## config.mk

```make
export PLATFORM = sky130hd
export DESIGN_NAME = regfile_2r1w_sb
export DESIGN_NICKNAME = d
export VERILOG_FILES = /design/src/rtl/regfile_2r1w_sb.sv
export SDC_FILE = /design/constraint.sdc
export NUM_CORES = 2
export LEC_CHECK = 0
export CAP_MARGIN = 20
export CORE_MARGIN = 2
export CORE_UTILIZATION = 45
export DETAILED_ROUTE_END_ITERATION = 16
export PLACE_DENSITY = 0.69
export SLEW_MARGIN = 20
export SYNTH_ARGS = -nofsm -noshare
export SYNTH_HDL_FRONTEND = slang
export SYNTH_SLANG_ARGS = --single-unit
export TNS_END_PERCENT = 20
```

## constraint.sdc

```tcl
create_clock -name clk -period 5.95 [get_ports clk]
set_clock_uncertainty 0.05 [all_clocks]
set_input_delay 1.785 -clock clk [delete_from_list [all_inputs] [get_ports clk]]
set_output_delay 1.785 -clock clk [all_outputs]
set_load 0.05 [all_outputs]
```

## src/rtl/regfile_2r1w_sb.sv

```systemverilog
// regfile_2r1w_sb: integer register file with two combinational read ports,
// one synchronous write port and a per-register scoreboard of busy bits.
// Optional feature: define RF_BYPASS_EN for write-through bypass on the read
// ports and the busy flags. The default build has no bypass.
module regfile_2r1w_sb #(
   parameter int ADDR_WIDTH = 5,
   parameter int DATA_WIDTH = 32,
   parameter int ZERO_REG   = 1
) (
   input  logic                  clk,
   input  logic                  rst_n,
   input  logic                  wen,
   input  logic [ADDR_WIDTH-1:0] waddr,
   input  logic [DATA_WIDTH-1:0] wdata,
   input  logic [ADDR_WIDTH-1:0] raddr1,
   output logic [DATA_WIDTH-1:0] rdata1,
   input  logic [ADDR_WIDTH-1:0] raddr2,
   output logic [DATA_WIDTH-1:0] rdata2,
   input  logic                  issue_valid,
   input  logic [ADDR_WIDTH-1:0] issue_rd,
   output logic                  busy1,
   output logic                  busy2,
   output logic [ADDR_WIDTH:0]   busy_cnt
);

   localparam int DEPTH = 2 ** ADDR_WIDTH;
   localparam bit ZR    = (ZERO_REG != 0);

   logic [DATA_WIDTH-1:0] regs [DEPTH];
   logic [DEPTH-1:0]      busy;
   logic [DEPTH-1:0]      busy_nxt;
   logic [ADDR_WIDTH:0]   cnt_nxt;
   logic [ADDR_WIDTH:0]   cnt_q;
   logic                  write_ok;
   logic                  issue_ok;

   // Qualify write and issue: dropped while in reset or when aimed at a hardwired x0
   always_comb begin
      write_ok = rst_n && wen && !(ZR && (waddr == '0));
      issue_ok = rst_n && issue_valid && !(ZR && (issue_rd == '0));
   end

   // Next busy vector: clear on writeback, then set on issue so a new producer wins
   always_comb begin
      busy_nxt = busy;
      if (write_ok) busy_nxt[waddr] = 1'b0;
      if (issue_ok) busy_nxt[issue_rd] = 1'b1;
   end

   // Population count of the next busy vector, registered alongside the bits
   always_comb begin
      cnt_nxt = '0;
      for (int i = 0; i < DEPTH; i++) begin
         cnt_nxt = cnt_nxt + (ADDR_WIDTH + 1)'(busy_nxt[i]);
      end
   end

   // Register storage: all entries cleared by reset so reads never return X
   always_ff @(posedge clk or negedge rst_n) begin
      if (!rst_n) begin
         for (int i = 0; i < DEPTH; i++) begin
            regs[i] <= '0;
         end
      end else if (write_ok) begin
         regs[waddr] <= wdata;
      end
   end

   // Scoreboard bits and busy count
   always_ff @(posedge clk or negedge rst_n) begin
      if (!rst_n) begin
         busy  <= '0;
         cnt_q <= '0;
      end else begin
         busy  <= busy_nxt;
         cnt_q <= cnt_nxt;
      end
   end

   assign busy_cnt = cnt_q;

   // Read port 1: stored data, zero for hardwired x0, optional write-through
   always_comb begin
      rdata1 = regs[raddr1];
      busy1  = busy[raddr1];
      if (ZR && (raddr1 == '0)) begin
         rdata1 = '0;
         busy1  = 1'b0;
      end
`ifdef RF_BYPASS_EN
      if (write_ok && (waddr == raddr1)) begin
         rdata1 = wdata;
         busy1  = issue_ok && (issue_rd == raddr1);
      end
`endif
   end

   // Read port 2: same structure as port 1
   always_comb begin
      rdata2 = regs[raddr2];
      busy2  = busy[raddr2];
      if (ZR && (raddr2 == '0)) begin
         rdata2 = '0;
         busy2  = 1'b0;
      end
`ifdef RF_BYPASS_EN
      if (write_ok && (waddr == raddr2)) begin
         rdata2 = wdata;
         busy2  = issue_ok && (issue_rd == raddr2);
      end
`endif
   end

endmodule

```

# Word level (Yosys, flattened, before mapping)
# Index checks and enable logic that the tools add are counted.
# W data, S select, Z words.
# op_classes
n_addsub	31
n_mul	0
div_mod_pow	0
order_cmp	10
eq_ne	0
shift	0
n_mux	23
n_bitwise	6
n_reduce_logical	13
# ops
operator	count
$bwmux W1024	1
$bmux W32 S5	2
$mux W32	9
$demux W32 S5	1
$add A6 B1 Y6	26
$and A32 B32 Y32	1
$not A32 Y32	1
$or A32 B32 Y32	1
$lt A5 B6 Y1 const B	4
$logic_not A5 Y1	4
$ge A6 B6 Y1 const B	3
$not A5 Y6	3
$bmux W1 S5	2
$demux W1 S5	2
$ge A5 B1 Y1 const B	2
$logic_and A1 B1 Y1	7
$add A5 B1 Y6	1
$lt A6 B1 Y1 const B	1
$mux W1	6
$add A4 B1 Y5	1
$add A3 B1 Y4	1
$add A2 B1 Y3	1
$add A1 B1 Y2	1
$logic_not A1 Y1	2
# word_totals
ff_bits	1062
latch_bits	0
ramBits	0
romBits	0
input_bits	56
output_inout_bits	72
elab_cells	117
n_memories	0

# Logic depth before layout (Yosys ltp)
# logic_depth
word_depth	40
mapped_depth	23
depth_no_buf	20

# Least setup slack after synthesis
# OpenSTA, ideal clock, no wires.
# synth_path
kind	in2reg
from	in wen
to	reg cnt_q[4] (netlist: busy_cnt[4])
setup_time_ns	0.080
t_arrival_ns	7.036
t_required_ns	5.820
setup_slack_ns	-1.216
cell_stages	21
path_buffers	4
path_cell_list	and2_0 buf_2 and3_4 buf_6 and2_4 buf_6 buf_6 o21ai_0 fa_1 inv_1 fa_1 fa_1 inv_1 fa_1 fa_1 fa_1 ha_1 fa_1 a21o_1 a21oi_1 xnor2_1
# synth_via
word_cells_on_any_way	36
classes_between	31 x add/sub; 2 x mux; 1 x bitwise; 2 x reduce/logical
# synth_lines
item	line_no	rtl
start: declaration	12	input logic wen,
$logic_and A1 B1 Y1 (*) (2 in series)	39	write_ok = rst_n && wen && !(ZR && (waddr == '0));
$mux W32 (*)	46	if (write_ok) busy_nxt[waddr] = 1'b0;
$or A32 B32 Y32 (no line)	n/a	
$mux W32 (*)	47	if (issue_ok) busy_nxt[issue_rd] = 1'b1;
named net busy_nxt[7]	31	logic [DEPTH-1:0] busy_nxt;
$add A6 B1 Y6 (*) (25 in series)	54	cnt_nxt = cnt_nxt + (ADDR_WIDTH + 1)'(busy_nxt[i]);
named net cnt_nxt[4]	32	logic [ADDR_WIDTH:0] cnt_nxt;
end signal: assignment	76	cnt_q <= cnt_nxt;
end: declaration	33	logic [ADDR_WIDTH:0] cnt_q;
# Mark *: on every way through the listed nets, which the timed path passes. The rest lies on a longest branch.
# A chain may end at the register's enable or synchronous reset.

# Final worst setup path
# layout_path
from	in issue_rd[2]
to	reg cnt_q[4] (netlist: busy_cnt[4])
# layout_via
elab_chain_cells	37
word_cells_on_any_way	41
classes_between	31 x add/sub; 2 x order compare; 3 x mux; 1 x bitwise; 4 x reduce/logical
# layout_rtl
item	line_no	rtl
start: declaration	20	input logic [ADDR_WIDTH-1:0] issue_rd,
$lt A5 B6 Y1 (implied by the code) or $ge A5 B1 Y1 (tied branches)	47	
$logic_and A1 B1 Y1 (implied by the code)	47	
$mux W1 (implied by the code)	47	
$demux W1 S5	47	
$or A32 B32 Y32 (no line)	n/a	
$mux W32 (*)	47	
$add A1 B1 Y2	54	
$add A2 B1 Y3	54	
$add A3 B1 Y4	54	
$add A4 B1 Y5	54	
$add A5 B1 Y6	54	
$add A6 B1 Y6 (25 in series)	54	
$add A6 B1 Y6 (*)	54	
named net cnt_nxt[4]	32	
# Marked as above.

==> out/qor.yml <==
outcome:
  outcome: "finished with violations"
  violations: "negative setup slack"
sta:
  drv_slew: 0
  fin_crit_sh: 1.07
  whs_ps: 344
  finalHoldViolCount: 0
  rsz0062_at_grt: "yes"
  clock.fmax_ghz: 0.157
  post-route-min-period_ps: 6380
  finalSetupViolCount: 5
  setup_ws_ps: -433
  timing.slew.headroom: 0.213
  worst_pin_slew_ps: 1180
synth:
  synth_area_leaders: "dfrtp_1 (46%), mux2_2 (19%), mux4_2 (18%), mux2_4 (2.3%), mux2i_1 (2.3%)"
  synth-seq-cells: 1062
  yosysSeqAreaShare: 0.459
  synth.most_common_cell: "dfrtp_1"
  syn_area_um2: 57900
  synthArstFlopShare: 1.00
  synth-main-ff-cell: "dfrtp_1"
  synth_top_area_frac: 0.459
  synth_warnings: 0
  synth_largest_area_cell: "dfrtp_1"
  syn_inst: 3871
  syn_nets: 3958
  synth_common_cells: "dfrtp_1 (1062), mux2_2 (965), mux4_2 (462), clkbuf_1 (200), buf_2 (140)"
  syn_avg_cell_area_um2: 15.0
  ys_types: 55
  synth_edf_count: 0
clock_network:
  clk_path_buf_depth: 3
  cts_root_buf: "clkbuf_16"
  cts.clk_slew.worst_paths_ps: 60
  clock_latency_ps: 700
  numCtsBuffers: 113
  h-tree-depth: 3
  cts_sinks: 1062
  cts_tree: "built"
critical_path:
  setup.worst_path.class: "input port to flop"
  startpoint_type: "input port"
  end_kind: "flop"
  path_max_fanout: 5
  required_ps: 6520
  reg2reg_depth: 13
  arrival_ps: 6950
flow_run:
  max-cap-violations: 0
global_route:
  gr-usage-met1: 0.369
  grt_pass1_wl_um: 265000
  grt_pass1_vias: 38800
  grt-ovfl-total: 0
  grt-busiest-layer: "met2"
  grtUsageMet3: 0.0496
  grt_max_degree: 164
  grtUsageMet2: 0.437
  antenna_found_initial: 6
  grt_usage: 0.273
pwr:
  power.leakage_nw: 29.9
  comb_power_share: 0.275
  power_switching_mw: 6.56
  irDropWorstVdd_v: 0.000696
  p_sw_frac: 0.294
  power_density_nw_per_um2: 333
  power_frac_seq: 0.401
  pwr-share-clk: 0.323
  internal_power_mw: 15.8
floorplanning:
  initial_core_util: 0.454
  core_area_um2: 128000
  fp.dieH_um: 363
  die_area_um2: 132000
  io_pins: 128
  rows: 131
  die_w_um: 363
drt:
  route.detailed.drc: 0
  wl_per_cell_um: 31.1
  avgViaCountPerCell: 6.55
  drt_iter0_markers: 3772
  detail-route-antenna-nets: 0
  wirelength_um: 180000
  via_count: 37900
  drt_pass1_iterations: 7
layout:
  fin_nets: 4107
  drive_gt1_frac: 0.540
  layout.cells.non_filler: 5780
  syn2layout_area_growth_pct: 15.7
  design_area_um2: 67100
placement:
  place_area_um2: 63200
  port_buffers: 127
  gp_congestion: 0.898
  dp.cells: 5564
  dp_hpwl_um: 108000
min_path:
  hold_path_class: "flop to flop"
  min_delay_path_depth: 0
-- layout make-up --
type | count | area (um^2)
Antenna cell | 1 | 2.50
Clock buffer | 170 | 3340
Fill cell | 10300 | 60600
Inverter | 40 | 155
Tap cell | 1662 | 2080
Timing Repair Buffer | 482 | 5300
Clock inverter | 42 | 443
Sequential cell | 1062 | 26600
Multi-Input combinational cell | 2321 | 29200
-- power groups by stage --
stage	clock network [mW]	logic, mW	registers [mW]
2_1_floorplan	0	4.12	8.85
3_3_place_gp	0	5.88	8.98
3_5_place_dp	0	6.07	9.05
4_1_cts	7.30	6.20	8.92
5_1_grt	7.63	6.70	9.06
6_report	7.22	6.15	8.96
-- critical path, cell delays in order --
cell             delay, ps
clkdlybuf4s50_1        510
buf_4                  200
and3b_1                310
a2bb2oi_2               90
fa_1                   560
fa_1                   460
fa_1                   540
inv_2                   50
fa_2                   560
fa_1                   440
fa_1                   460
ha_2                   200
fa_2                   340
a21o_1                 180
a21oi_2                140
xnor2_1                120
-- sequential cells by signal, indices dropped and copies added, names as in the netlist --
signal    flops
busy_cnt      6
busy         32
regs       1024
-- final timing paths --
kind                             startpoint           to  slack, ps
worst max-delay path            issue_rd[2]  busy_cnt[4]       -430
worst min-delay path              regs[999]    regs[999]        340
worst max register to register     busy[17]  busy_cnt[4]       1070
worst min register to register    regs[999]    regs[999]        340
max in group asynchronous             rst_n    regs[721]        800
min in group asynchronous             rst_n    regs[798]       1200
-- logic make-up (layout without fill, tap and decap cells) --
| logic type | count (synthesis) | count (layout) | share of synthesized area |
|---|---|---|---|
| xor+xnor | 3 | 3 | 0.000454 |
| flops | 1062 | 1062 | 0.459 |
| buf+inv | 488 | 734 | 0.0434 |
| other cells | 0 | 1 | 0 |
| compound gates | 430 | 430 | 0.0537 |
| fa+ha+maj | 31 | 31 | 0.00980 |
| simple gates | 205 | 205 | 0.0204 |
| mux | 1652 | 1652 | 0.414 |
-- what timing repair did --
action                     CTS  global route
pin swaps                    4             3
setup endpoints to repair    5             8
hold buffers                 0             0
hold endpoints to repair     0             0
gates resized for setup     18            17
buffers inserted             2             0
-- layer usage --
metal / wire (um) / up-vias
met5: 30 / -
met1: 72000 / 20600
met4: 7820 / 6
met2: 85900 / 1646
li1: - / 15200
met3: 14100 / 403
-- cell usage in the layout, fill, tap and decap left out, types with 10 or more instances in the layout --
cell type,Yosys,routed
mux2i_1,132,132
clkinv_2,0,25
nor2b_1,78,70
nor2_4,2,14
dfrtp_1,1062,1062
a211oi_1,66,66
a311oi_1,66,64
mux2_4,89,89
mux4_2,462,462
buf_12,0,124
o21ai_0,103,102
a22o_1,16,16
clkbuf_1,200,28
o21ai_1,14,14
inv_1,38,36
nand2_1,51,44
o22ai_1,11,11
fa_1,24,22
a221oi_1,50,50
nor2_1,11,10
buf_2,140,15
clkbuf_8,0,28
o2111ai_1,16,16
a22oi_1,73,71
clkbuf_16,0,114
mux2_2,965,965
clkdlybuf4s50_1,0,31
buf_4,81,292
-- per-stage QoR --
step           worst slack [ps]  power (mW)  utilization  TNS, ps
2_1_floorplan              -776        13.0            -    -3490
3_3_place_gp              -1220        14.9        0.495    -6410
3_5_place_dp              -1310        15.1        0.495   -13500
4_1_cts                    -457        22.4        0.525    -1830
5_1_grt                    -614        23.4        0.525    -2530
6_report                   -433        22.3        0.525    -1680
Note: power is estimated with default switching activity, not from simulation.
